File: config.mk
export PLATFORM = sky130hd
export DESIGN_NAME = trdb_packet_serializer
export DESIGN_NICKNAME = d
export VERILOG_FILES = /design/src/rtl/trdb_pkg.sv /design/src/rtl/trdb_packet_serializer.sv
export SDC_FILE = /design/constraint.sdc
export NUM_CORES = 1
export LEC_CHECK = 0
export ABC_AREA = 1
export CAP_MARGIN = 0
export CORE_UTILIZATION = 45
export DETAILED_ROUTE_END_ITERATION = 6
export GPL_TIMING_DRIVEN = 0
export PLACE_DENSITY_LB_ADDON = 0.05
export SLEW_MARGIN = 10
export SYNTH_ARGS = -nofsm -noshare
export SYNTH_HDL_FRONTEND = slang
export SYNTH_SLANG_ARGS = --single-unit
File: constraint.sdc
create_clock -name clk_i -period 4.8 [get_ports clk_i]
set_clock_uncertainty 0.2 [all_clocks]
set_input_delay 0.96 -clock clk_i [delete_from_list [all_inputs] [get_ports clk_i]]
set_output_delay 0.96 -clock clk_i [all_outputs]
set_load 0.01 [all_outputs]
File: src/rtl/trdb_pkg.sv
// Shared trace-encoder types: packet formats, serializer states and the
// header-byte layout used by the packet serializer.
package trdb_pkg;

  localparam int TRDB_MAX_PAYLOAD_BYTES = 16;
  localparam int TRDB_LEN_W             = $clog2(TRDB_MAX_PAYLOAD_BYTES + 1);

  // Header byte: format in the top two bits, payload length below it.
  localparam int TRDB_HDR_FMT_LSB = 6;
  localparam int TRDB_HDR_FMT_W   = 2;
  localparam int TRDB_HDR_LEN_LSB = 0;
  localparam int TRDB_HDR_LEN_W   = 6;

  typedef enum logic [1:0] {
    F_OPT_EXT    = 2'd0,
    F_DIFF_DELTA = 2'd1,
    F_ADDR_ONLY  = 2'd2,
    F_SYNC       = 2'd3
  } trdb_format_e;

  typedef struct packed {
    trdb_format_e                            format;
    logic [1:0]                              subformat;
    logic [TRDB_LEN_W-1:0]                   len;
    logic [8*TRDB_MAX_PAYLOAD_BYTES-1:0]     payload;
  } trdb_packet_t;

  typedef enum logic [1:0] {
    IDLE   = 2'd0,
    HEADER = 2'd1,
    BODY   = 2'd2
  } trdb_ser_state_e;

  function automatic logic [7:0] trdb_header_byte(input trdb_format_e fmt,
                                                  input logic [TRDB_HDR_LEN_W-1:0] len);
    logic [7:0] hdr;
    hdr = '0;
    hdr[TRDB_HDR_FMT_LSB +: TRDB_HDR_FMT_W] = fmt;
    hdr[TRDB_HDR_LEN_LSB +: TRDB_HDR_LEN_W] = len;
    return hdr;
  endfunction

endpackage

File: src/rtl/trdb_packet_serializer.sv
// Serializes one assembled trace packet into a header byte plus LSB-first
// payload bytes on a valid/ready byte stream; drops packets with bad length.
module trdb_packet_serializer
  import trdb_pkg::*;
#(
  parameter int PAYLOAD_BYTES = 16,
  parameter int LEN_W         = $clog2(PAYLOAD_BYTES + 1),
  parameter int CNT_W         = 16
) (
  input  logic                       clk_i,
  input  logic                       rst_ni,
  input  logic                       packet_valid_i,
  output logic                       packet_ready_o,
  input  logic [1:0]                 packet_format_i,
  input  logic [1:0]                 packet_subformat_i,
  input  logic [8*PAYLOAD_BYTES-1:0] packet_payload_i,
  input  logic [LEN_W-1:0]           packet_len_i,
  output logic                       byte_valid_o,
  input  logic                       byte_ready_i,
  output logic [7:0]                 byte_data_o,
  output logic                       byte_last_o,
  output logic                       err_len_o,
  input  logic                       err_clr_i,
  output logic [CNT_W-1:0]           pkt_cnt_o
);

  localparam logic [LEN_W-1:0] MAX_LEN = LEN_W'(PAYLOAD_BYTES);
  localparam logic [LEN_W-1:0] ONE_LEN = LEN_W'(1);

  trdb_ser_state_e             state_q;
  trdb_format_e                fmt_q;
  logic [LEN_W-1:0]            len_q;
  logic [8*PAYLOAD_BYTES-1:0]  buf_q;
  logic [LEN_W-1:0]            idx_q;
  logic [LEN_W-1:0]            idx_d;
  logic                        byte_valid_q;
  logic [7:0]                  byte_data_q;
  logic                        byte_last_q;
  logic                        err_q;
  logic [CNT_W-1:0]            cnt_q;

  logic                        accept;
  logic                        len_ok;
  logic                        load;
  logic                        drop;
  logic                        last_hs;
  logic [7:0]                  next_byte_d;
  logic [7:0]                  hdr_d;

  // The final-byte handshake frees the buffer in the same cycle, so a new
  // packet can be taken without a bubble.
  assign last_hs        = (state_q == BODY) && byte_last_q && byte_ready_i;
  assign packet_ready_o = (state_q == IDLE) || last_hs;
  assign accept         = packet_valid_i && packet_ready_o;
  // Every subformat encoding is legal; only the length can disqualify a packet.
  assign len_ok         = (packet_len_i != '0) && (packet_len_i <= MAX_LEN) &&
                          (packet_subformat_i inside {2'd0, 2'd1, 2'd2, 2'd3});
  assign load           = accept && len_ok;
  assign drop           = accept && !len_ok;
  assign hdr_d          = trdb_header_byte(trdb_format_e'(packet_format_i),
                                           TRDB_HDR_LEN_W'(packet_len_i));

  always_comb begin
    idx_d       = idx_q + 1'b1;
    next_byte_d = '0;
    for (int i = 0; i < PAYLOAD_BYTES; i++) begin
      if (idx_d == LEN_W'(i)) next_byte_d = buf_q[8*i +: 8];
    end
  end

  always_ff @(posedge clk_i) begin
    if (!rst_ni) begin
      state_q      <= IDLE;
      fmt_q        <= F_OPT_EXT;
      len_q        <= '0;
      buf_q        <= '0;
      idx_q        <= '0;
      byte_valid_q <= 1'b0;
      byte_data_q  <= '0;
      byte_last_q  <= 1'b0;
      err_q        <= 1'b0;
      cnt_q        <= '0;
    end else begin
      if (drop)           err_q <= 1'b1;
      else if (err_clr_i) err_q <= 1'b0;

      if (last_hs) cnt_q <= cnt_q + 1'b1;

      if (load) begin
        state_q      <= HEADER;
        fmt_q        <= trdb_format_e'(packet_format_i);
        len_q        <= packet_len_i;
        buf_q        <= packet_payload_i;
        idx_q        <= '0;
        byte_valid_q <= 1'b1;
        byte_data_q  <= hdr_d;
        byte_last_q  <= 1'b0;
      end else begin
        unique case (state_q)
          IDLE: begin
            byte_valid_q <= 1'b0;
          end
          HEADER: begin
            if (byte_ready_i) begin
              state_q     <= BODY;
              byte_data_q <= buf_q[7:0];
              byte_last_q <= (len_q == ONE_LEN);
            end
          end
          BODY: begin
            if (byte_ready_i) begin
              if (byte_last_q) begin
                state_q      <= IDLE;
                byte_valid_q <= 1'b0;
                byte_data_q  <= '0;
                byte_last_q  <= 1'b0;
              end else begin
                idx_q       <= idx_d;
                byte_data_q <= next_byte_d;
                byte_last_q <= (idx_d == len_q - ONE_LEN);
              end
            end
          end
          default: begin
            state_q      <= IDLE;
            byte_valid_q <= 1'b0;
          end
        endcase
      end
    end
  end

  assign byte_valid_o = byte_valid_q;
  assign byte_data_o  = byte_data_q;
  assign byte_last_o  = byte_last_q;
  assign err_len_o    = err_q;
  assign pkt_cnt_o    = cnt_q;

endmodule
# --- Word-level counts from Yosys, hierarchy flattened ---
# Index checks and enable logic that the tools add are counted.
totals:
  register_bits: 167
  in_bits: 142
  out_inout_bits: 28
  word_cells: 108
classes:
  addsub: 3
  n_lt_le_gt_ge: 1
  n_eq_ne: 30
  muxes: 36
  n_bitwise: 3
  n_reduce_logical: 24
ops:
  columns: ["operator", "n"]
  rows:
  - ["8-bit two-way mux", 20]
  - ["5-bit by 4-bit equality test with 1-bit output (second input constant)", 8]
  - ["5-bit by 3-bit equality test with 1-bit output (second input constant)", 4]
  - ["16-bit by 1-bit adder with 16-bit output (second input constant)", 1]
  - ["8-bit one-hot mux with 2 select lines", 1]
  - ["3-bit AND reduction", 4]
  - ["5-bit by 1-bit equality test with 1-bit output (second input constant)", 2]
  - ["5-bit by 2-bit equality test with 1-bit output (second input constant)", 2]
  - ["2-bit != test (second input constant)", 5]
  - ["1-bit two-way mux", 9]
  - ["3-bit != test (second input constant)", 3]
  - ["4-bit AND reduction", 2]
  - ["1-bit logical AND", 7]
  - ["2-bit equality test (second input constant)", 3]
  - ["2-bit two-way mux", 3]
  - ["2-bit one-hot mux with 3 select lines", 1]
  - ["5-bit by 1-bit adder with 5-bit output (second input constant)", 1]
  - ["5-bit equality test", 1]
  - ["5-bit <= comparator (second input constant)", 1]
  - ["5-bit logical NOT", 1]
  - ["5-bit nonzero test", 1]
  - ["5-bit by 1-bit subtractor with 5-bit output (second input constant)", 1]
  - ["2-bit by 1-bit equality test with 1-bit output (second input constant)", 2]
  - ["2-bit logical NOT", 2]
  - ["other kinds (8)", 12]

# --- Logic depth before layout (Yosys ltp) ---
# Gate-level depths: netlist of run 1.
depth:
  depth_word: 22
  mapped_depth: 25
  depth_no_buf: 25

# --- Worst setup path before layout of run 1 ---
# OpenSTA, ideal clock, no wires.
synth_path:
  path_type: "input -> register"
  startpoint: "in byte_ready_i"
  endpoint: "reg cnt_q[15], in the netlist pkt_cnt_o[15]"
  setup_time_ps: 70
  arrival_time_ps: 2489
  setup_slack_ps: 2041
  path_stages: 16
  path_buffers: 0
  path_cell_list: "nand2_1 > nor2_4 > inv_2 > nor2_4 > nand4_2 > nor2_2 > inv_2 > nor3_2 > nand2_2 > nor2_4 > nand2_2 > nor4_4 > nand3_1 > clkinv_1 > o21ai_1 > a21oi_1"
synth_between:
  elab_chain_cells: 1
synth_lines:
  columns: ["item", "line_no", "source"]
  rows:
  - ["start: declaration", "trdb_packet_serializer.sv:19", "input logic byte_ready_i,"]
  - ["1-bit logical AND", "trdb_packet_serializer.sv:52", "assign last_hs = (state_q == BODY) && byte_last_q && byte_ready_i;"]
  - ["end signal: assignment", "trdb_packet_serializer.sv:87", "if (last_hs) cnt_q <= cnt_q + 1'b1;"]
  - ["end: declaration", "trdb_packet_serializer.sv:40", "logic [CNT_W-1:0] cnt_q;"]
# No other way between the ends.
# A chain may end at the register's enable or synchronous reset.

# --- Worst setup path in the final report of run 1 ---
layout_path:
  startpoint: "in packet_len_i[0]"
  endpoint: "reg byte_data_q[7], in the netlist byte_data_o[7]"
layout_between:
  elab_chain_cells: 6
layout_lines:
  columns: ["item", "line_no", "source"]
  rows:
  - ["start: declaration", "trdb_packet_serializer.sv:17", "input logic [LEN_W-1:0] packet_len_i,"]
  - ["5-bit <= comparator or 5-bit nonzero test (tied branches)", "trdb_packet_serializer.sv:56", "assign len_ok = (packet_len_i != '0) && (packet_len_i <= MAX_LEN) &&"]
  - ["1-bit logical AND (*) (2 in series)", "trdb_packet_serializer.sv:56", null]
  - ["1-bit logical AND (*)", "trdb_packet_serializer.sv:58", "assign load = accept && len_ok;"]
  - ["3-bit != test (no line) or 3-bit nonzero test (tied branches)", null, null]
  - ["3-bit AND reduction (no line)", null, null]
  - ["end signal: assignment", "trdb_packet_serializer.sv:96", "byte_data_q <= hdr_d;"]
  - ["end signal: assignment", "trdb_packet_serializer.sv:106", "byte_data_q <= buf_q[7:0];"]
  - ["end signal: assignment", "trdb_packet_serializer.sv:119", "byte_data_q <= next_byte_d;"]
  - ["end: declaration", "trdb_packet_serializer.sv:37", "logic [7:0] byte_data_q;"]
# Every way passes the cells marked *; elsewhere a longest branch is shown, timed or not.

==> results.json, run 1 <==
{
  "use_met3": 0.0438,
  "final_util": 0.617,
  "path_class": "in2reg",
  "crit_arrival_ns": 3.91,
  "totalPowerFinal_mw": 3.51,
  "area_delta_synth_final_pct": 33.9,
  "final.setup.tns_ns": 0,
  "grt_max_degree": 17,
  "num_rows": 47,
  "final_common_cell": "nor2_1",
  "layout.nets": 1451,
  "route.detailed.drc": 0,
  "track_usage": 0.255,
  "port-buffer-count": 166,
  "dp_slack_ns": 0.598,
  "wire_per_inst_um": 14.4,
  "fin_hold_ws_ns": 0.256,
  "via_count": 7814,
  "route.antenna.remaining_nets": 0,
  "yosys.area_share.simple": 0.272,
  "antenna_found_initial": 0,
  "avgSynthCellArea_um2": 6.84,
  "worstPathMaxFanout": 10,
  "drive_gt1_frac": 0.0479,
  "grt_pass1_wl_um": 35100,
  "yosysWarnings": 0,
  "start_kind": "primary input",
  "slew_headroom": 0.420,
  "final-setup-viol-count": 0,
  "period_share": 0.792,
  "hold_viol_final": 0,
  "status": "finished clean",
  "diodes": 0,
  "mappedNetlistArea_um2": 7640,
  "ys_ff_latch": 167,
  "io_pins": 170,
  "grt_pass1_vias": 7287,
  "finalInstanceArea_um2": 10200,
  "drt-total-wl_um": 22100,
  "synthArstFlopShare": 0,
  "dr.pass1.iters": 7,
  "setup_slack_ns": 0.998,
  "layout_common_cells": "nor2_1 (237), nand2_1 (170), dfxtp_1 (167)",
  "vdd_drop_max_v": 0.000288,
  "design.core.area_um2": 16600,
  "h-tree-depth": 4,
  "final_cells": 1534,
  "min_period_ns": 3.80,
  "cts_resized": 0,
  "dp_hpwl_um": 16400,
  "dp_cells": 1502,
  "met2_usage": 0.417,
  "end_kind": "flop",
  "synth_flop_cell": "dfxtp_1",
  "syn_nets": 1266,
  "cts-root-buf": "clkbuf_16",
  "worst_hold_path_type": "reg2reg",
  "fmaxAchievable_mhz": 263,
  "cts_sinks": 167,
  "worst_pin_slew_ns": 0.867,
  "place_congestion": 0.918,
  "yosysSeqAreaShare": 0.438,
  "met1_usage": 0.340,
  "synth_top_family_by_area": "simple AND/OR/NAND/NOR gates",
  "worstSkewPairLatency_ns": 0.43,
  "synth.distinct_cells": 36,
  "cts_tree": "yes",
  "drv_slew": 0,
  "die-area_um2": 17500,
  "die_h_um": 132,
  "clockBufferDepth": 2,
  "netlist_instances": 1116,
  "postCtsSetupRepairBufs": 0,
  "synthMuxAreaShare": 0,
  "drt-initial-drc-count": 581,
  "path_clk_slew_ns": 0.06,
  "grt_overflow": 0,
  "cts_buffers": 17,
  "hold_buffers": 0,
  "leakage_nw": 4.17,
  "synth_edf_count": 0,
  "synth_xor_area_frac": 0.0103,
  "drv_cap": 0,
  "synth_fa_ha_area_frac": 0.0131,
  "dpl_cell_area_um2": 9580,
  "busiest_layer": "met2",
  "rsz0062_at_grt": "false",
  "synth_compound_area_frac": 0.193,
  "routed_via_density": 5.09,
  "die_x_um": 132,
  "initial_core_util": 0.461,
  "power_density_nw_per_um2": 344,
  "crit_required_ns": 4.91
}
==> kinds of logic after synthesis <==
family / after synthesis
adder cells (fa/ha/maj): 8
flip-flops: 167
AND/OR/NAND/NOR: 498
AO/OA/AOI/OAI: 288
buffers and inverters: 146
XOR/XNOR: 9
==> Yosys cell counts, types with 3 or more instances <==
cell,number,area share
nor2_1,237,0.12
nand2_1,170,0.084
dfxtp_1,167,0.44
o21ai_0,142,0.093
a21oi_1,126,0.083
inv_1,78,0.038
clkbuf_1,53,0.026
nand3_1,52,0.034
nor3_1,10,0.0066
ha_1,8,0.013
buf_2,6,0.0039
nor2_4,6,0.0088
xor2_1,6,0.0069
a31oi_1,5,0.0041
nand2_2,5,0.0041
nand4_1,5,0.0041
nor2_2,4,0.0033
o22ai_1,4,0.0033
clkinv_1,3,0.0015
inv_2,3,0.0015
o211ai_1,3,0.0029
o21ai_1,3,0.0020
xnor2_1,3,0.0034
==> registers in the layout (all words and copies together), names as in the netlist <==
register	flops
idx_q	5
byte_data_o	8
state_q	2
pkt_cnt_o	16
byte_last_o	1
buf_q	128
len_q	5
err_len_o	1
byte_valid_o	1
==> layer usage <==
layer | wire length, um | vias up
li1 | - | 4018
met1 | 10300 | 3524
met2 | 10200 | 242
met3 | 1160 | 30
met4 | 361 | 0
met5 | 0 | -
==> area by class of cell <==
cell class / count / area (um^2)
plain buffers: 61 / 244
clock buffers: 18 / 429
clock inverters: 14 / 221
fillers: 1609 / 6360
inverters: 85 / 322
multi-input cells: 803 / 3730
flip-flops and latches: 167 / 3340
well taps: 220 / 275
repair buffers: 166 / 1660
==> path summary, 6_finish.rpt <==
| kind | from | endpoint | slack [ns] | cells after the start |
|---|---|---|---|---|
| max | packet_len_i[0] | byte_data_o[7] | 1.0 | 10 |
| max reg2reg | idx_q[0] | byte_data_o[0] | 1.55 | 21 |
| min | buf_q[79] | buf_q[79] | 0.26 | 2 |
| min reg2reg | buf_q[79] | buf_q[79] | 0.26 | 2 |
==> worst max-delay path, cell delays in order <==
cell             delay (ns)
clkdlybuf4s50_1        0.46
nor4_1                 0.37
xor2_1                 0.14
nor2_1                 0.68
inv_1                  0.19
clkbuf_1               0.37
nand2_1                0.19
nor2_1                 0.06
a211oi_1               0.36
a21oi_1                0.12
==> power by group <==
group          total (mW)  switching [mW]  internal, mW
clock network        1.53           0.597         0.931
logic               0.449           0.241         0.208
registers            1.54          0.0508          1.49
total                3.51           0.888          2.62
No activity file was read; power rests on OpenSTA's default activity.
==> run 2, diff against run 1 <==
==> constraint.sdc (replaced) <==
create_clock -name clk_i -period 3.4 [get_ports clk_i]
set_clock_uncertainty 0.2 [all_clocks]
set_input_delay 0.68 -clock clk_i [delete_from_list [all_inputs] [get_ports clk_i]]
set_output_delay 0.68 -clock clk_i [all_outputs]
set_load 0.01 [all_outputs]
==> run 2 against run 1 <==
  * Setup slack got worse by 0.74 ns
  * Worst hold slack about the same
  * Critical endpoint is now buf_q[119]
  * Largest power group unchanged
  * Final area increased by 0.23%
  * Largest cell class unchanged
  * Count of clock-buffer cells in the layout unchanged
==> results.json, run 2 (same netlist as run 1, synthesis figures left out) <==
{
  "grt_overflow": 0,
  "final-setup-viol-count": 0,
  "layout.nets": 1451,
  "fin_hold_ws_ns": 0.255,
  "totalPowerFinal_mw": 4.96,
  "clockBufferDepth": 2,
  "layout_common_cells": "nor2_1 (233), nand2_1 (170), clkdlybuf4s50_1 (166)",
  "postCtsSetupRepairBufs": 0,
  "period_share": 0.926,
  "drv_slew": 0,
  "busiest_layer": "met2",
  "min_from": "buf_q[79]",
  "die_x_um": 132,
  "finalInstanceArea_um2": 10200,
  "crit_required_ns": 3.57,
  "switchingPower_mw": 1.25,
  "rsz0062_at_grt": "false",
  "dr.pass1.iters": 5,
  "drv_cap": 0,
  "final_common_cell": "nor2_1",
  "switching_share": 0.253,
  "dp_cells": 1502,
  "routed_via_density": 5.07,
  "holdPathStages": 2,
  "r2r_start": "idx_q[0]",
  "holdPathEnd": "buf_q[79]",
  "slew_headroom": 0.468,
  "hold_viol_final": 0,
  "initial_core_util": 0.461,
  "rr_worst_depth": 21,
  "path_class": "in2reg",
  "largest_reg_flops": 128,
  "rrSetupSlack_ns": 0.29,
  "place_congestion": 0.918,
  "num_rows": 47,
  "p_seq_frac": 0.438,
  "die-area_um2": 17500,
  "grt_pass1_wl_um": 35100,
  "via_count": 7770,
  "cts_buffers": 17,
  "area_delta_synth_final_pct": 34.2,
  "worstSkewPairLatency_ns": 0.43,
  "hold_buffers": 0,
  "h-tree-depth": 4,
  "die_h_um": 132,
  "worst_hold_path_type": "reg2reg",
  "cts-root-buf": "clkbuf_16",
  "cts_sinks": 167,
  "p_int_mw": 3.71,
  "met2_usage": 0.417,
  "p_clk_frac": 0.435,
  "top_register": "buf_q",
  "power_density_nw_per_um2": 484,
  "worst_pin_slew_ns": 0.798,
  "route.detailed.drc": 0,
  "drt-total-wl_um": 22100,
  "design.core.area_um2": 16600,
  "use_met3": 0.0438,
  "wire_per_inst_um": 14.4,
  "met1_usage": 0.340,
  "track_usage": 0.255,
  "antenna_found_initial": 0,
  "drt-initial-drc-count": 555,
  "r2r-end": "byte_data_o[4]",
  "crit_arrival_ns": 3.31,
  "route.antenna.remaining_nets": 0,
  "status": "finished clean",
  "fmaxAchievable_mhz": 318,
  "grt_max_degree": 17,
  "dpl_cell_area_um2": 9580,
  "path_clk_slew_ns": 0.06,
  "io_pins": 170,
  "grt_pass1_vias": 7287,
  "end_kind": "flop",
  "diodes": 0,
  "leakage_nw": 4.18,
  "port-buffer-count": 166,
  "combPwrFrac": 0.128,
  "vdd_drop_max_v": 0.000404,
  "start_kind": "primary input",
  "final_util": 0.618,
  "final_cells": 1534,
  "drive_gt1_frac": 0.0533,
  "worstPathMaxFanout": 10,
  "dp_hpwl_um": 16400,
  "min_period_ns": 3.15,
  "cts_tree": "yes"
}
==> run 2: repair_timing <==
item	in CTS	in global routing
setup endpoints to repair	7	10
resized for setup	1	9
endpoints found under the hold margin	0	0
==> run 2: area by class of cell <==
cell class / instances / area (um^2)
fill: 1610 / 6330
multi-input combinational: 803 / 3750
sequential: 167 / 3350
timing repair buffer: 166 / 1660
clock buffer: 18 / 429
inverter: 85 / 322
tap: 220 / 275
buffer: 61 / 245
clock inverter: 14 / 221
==> run 2: worst max path at each step <==
stage	startpoint	to
after global routing	idx_q[0]	byte_data_o[6]
final	packet_len_i[1]	buf_q[119]
after global placement	byte_ready_i	buf_q[110]
after CTS	byte_ready_i	buf_q[110]
after floorplan	idx_q[0]	byte_data_o[7]
after detailed placement	byte_ready_i	buf_q[110]
==> run 2: power groups by stage <==
stage	logic, mW	registers [mW]	clock network (mW)
final	0.634	2.17	2.15
after global routing	0.707	2.18	2.25
after floorplan	0.318	2.19	0
after CTS	0.633	2.17	2.17
after detailed placement	0.627	2.21	0
after global placement	0.622	2.21	0
==> run 2: metal layers <==
| metal | up-vias | part of all wire |
|---|---|---|
| met5 | - | 0 |
| met4 | 0 | 0.014 |
| met3 | 26 | 0.056 |
| met2 | 236 | 0.46 |
| met1 | 3497 | 0.47 |
| li1 | 4011 | - |
==> run 2: stage by stage <==
step	TNS, ns	setup slack, ns
CTS	0	0.152
global route	0	0.0196
finish	0	0.253
detailed placement	-45.42	-0.522
floorplan	0	0.907
global placement	-47.20	-0.519
==> run 2: critical path, stage by stage <==
cell	delay, ns
clkdlybuf4s50_1	0.47
nor4_1	0.34
xor2_1	0.32
nor2_4	0.13
inv_1	0.12
clkbuf_1	0.52
clkbuf_1	0.48
nor2_1	0.14
nor2_1	0.12
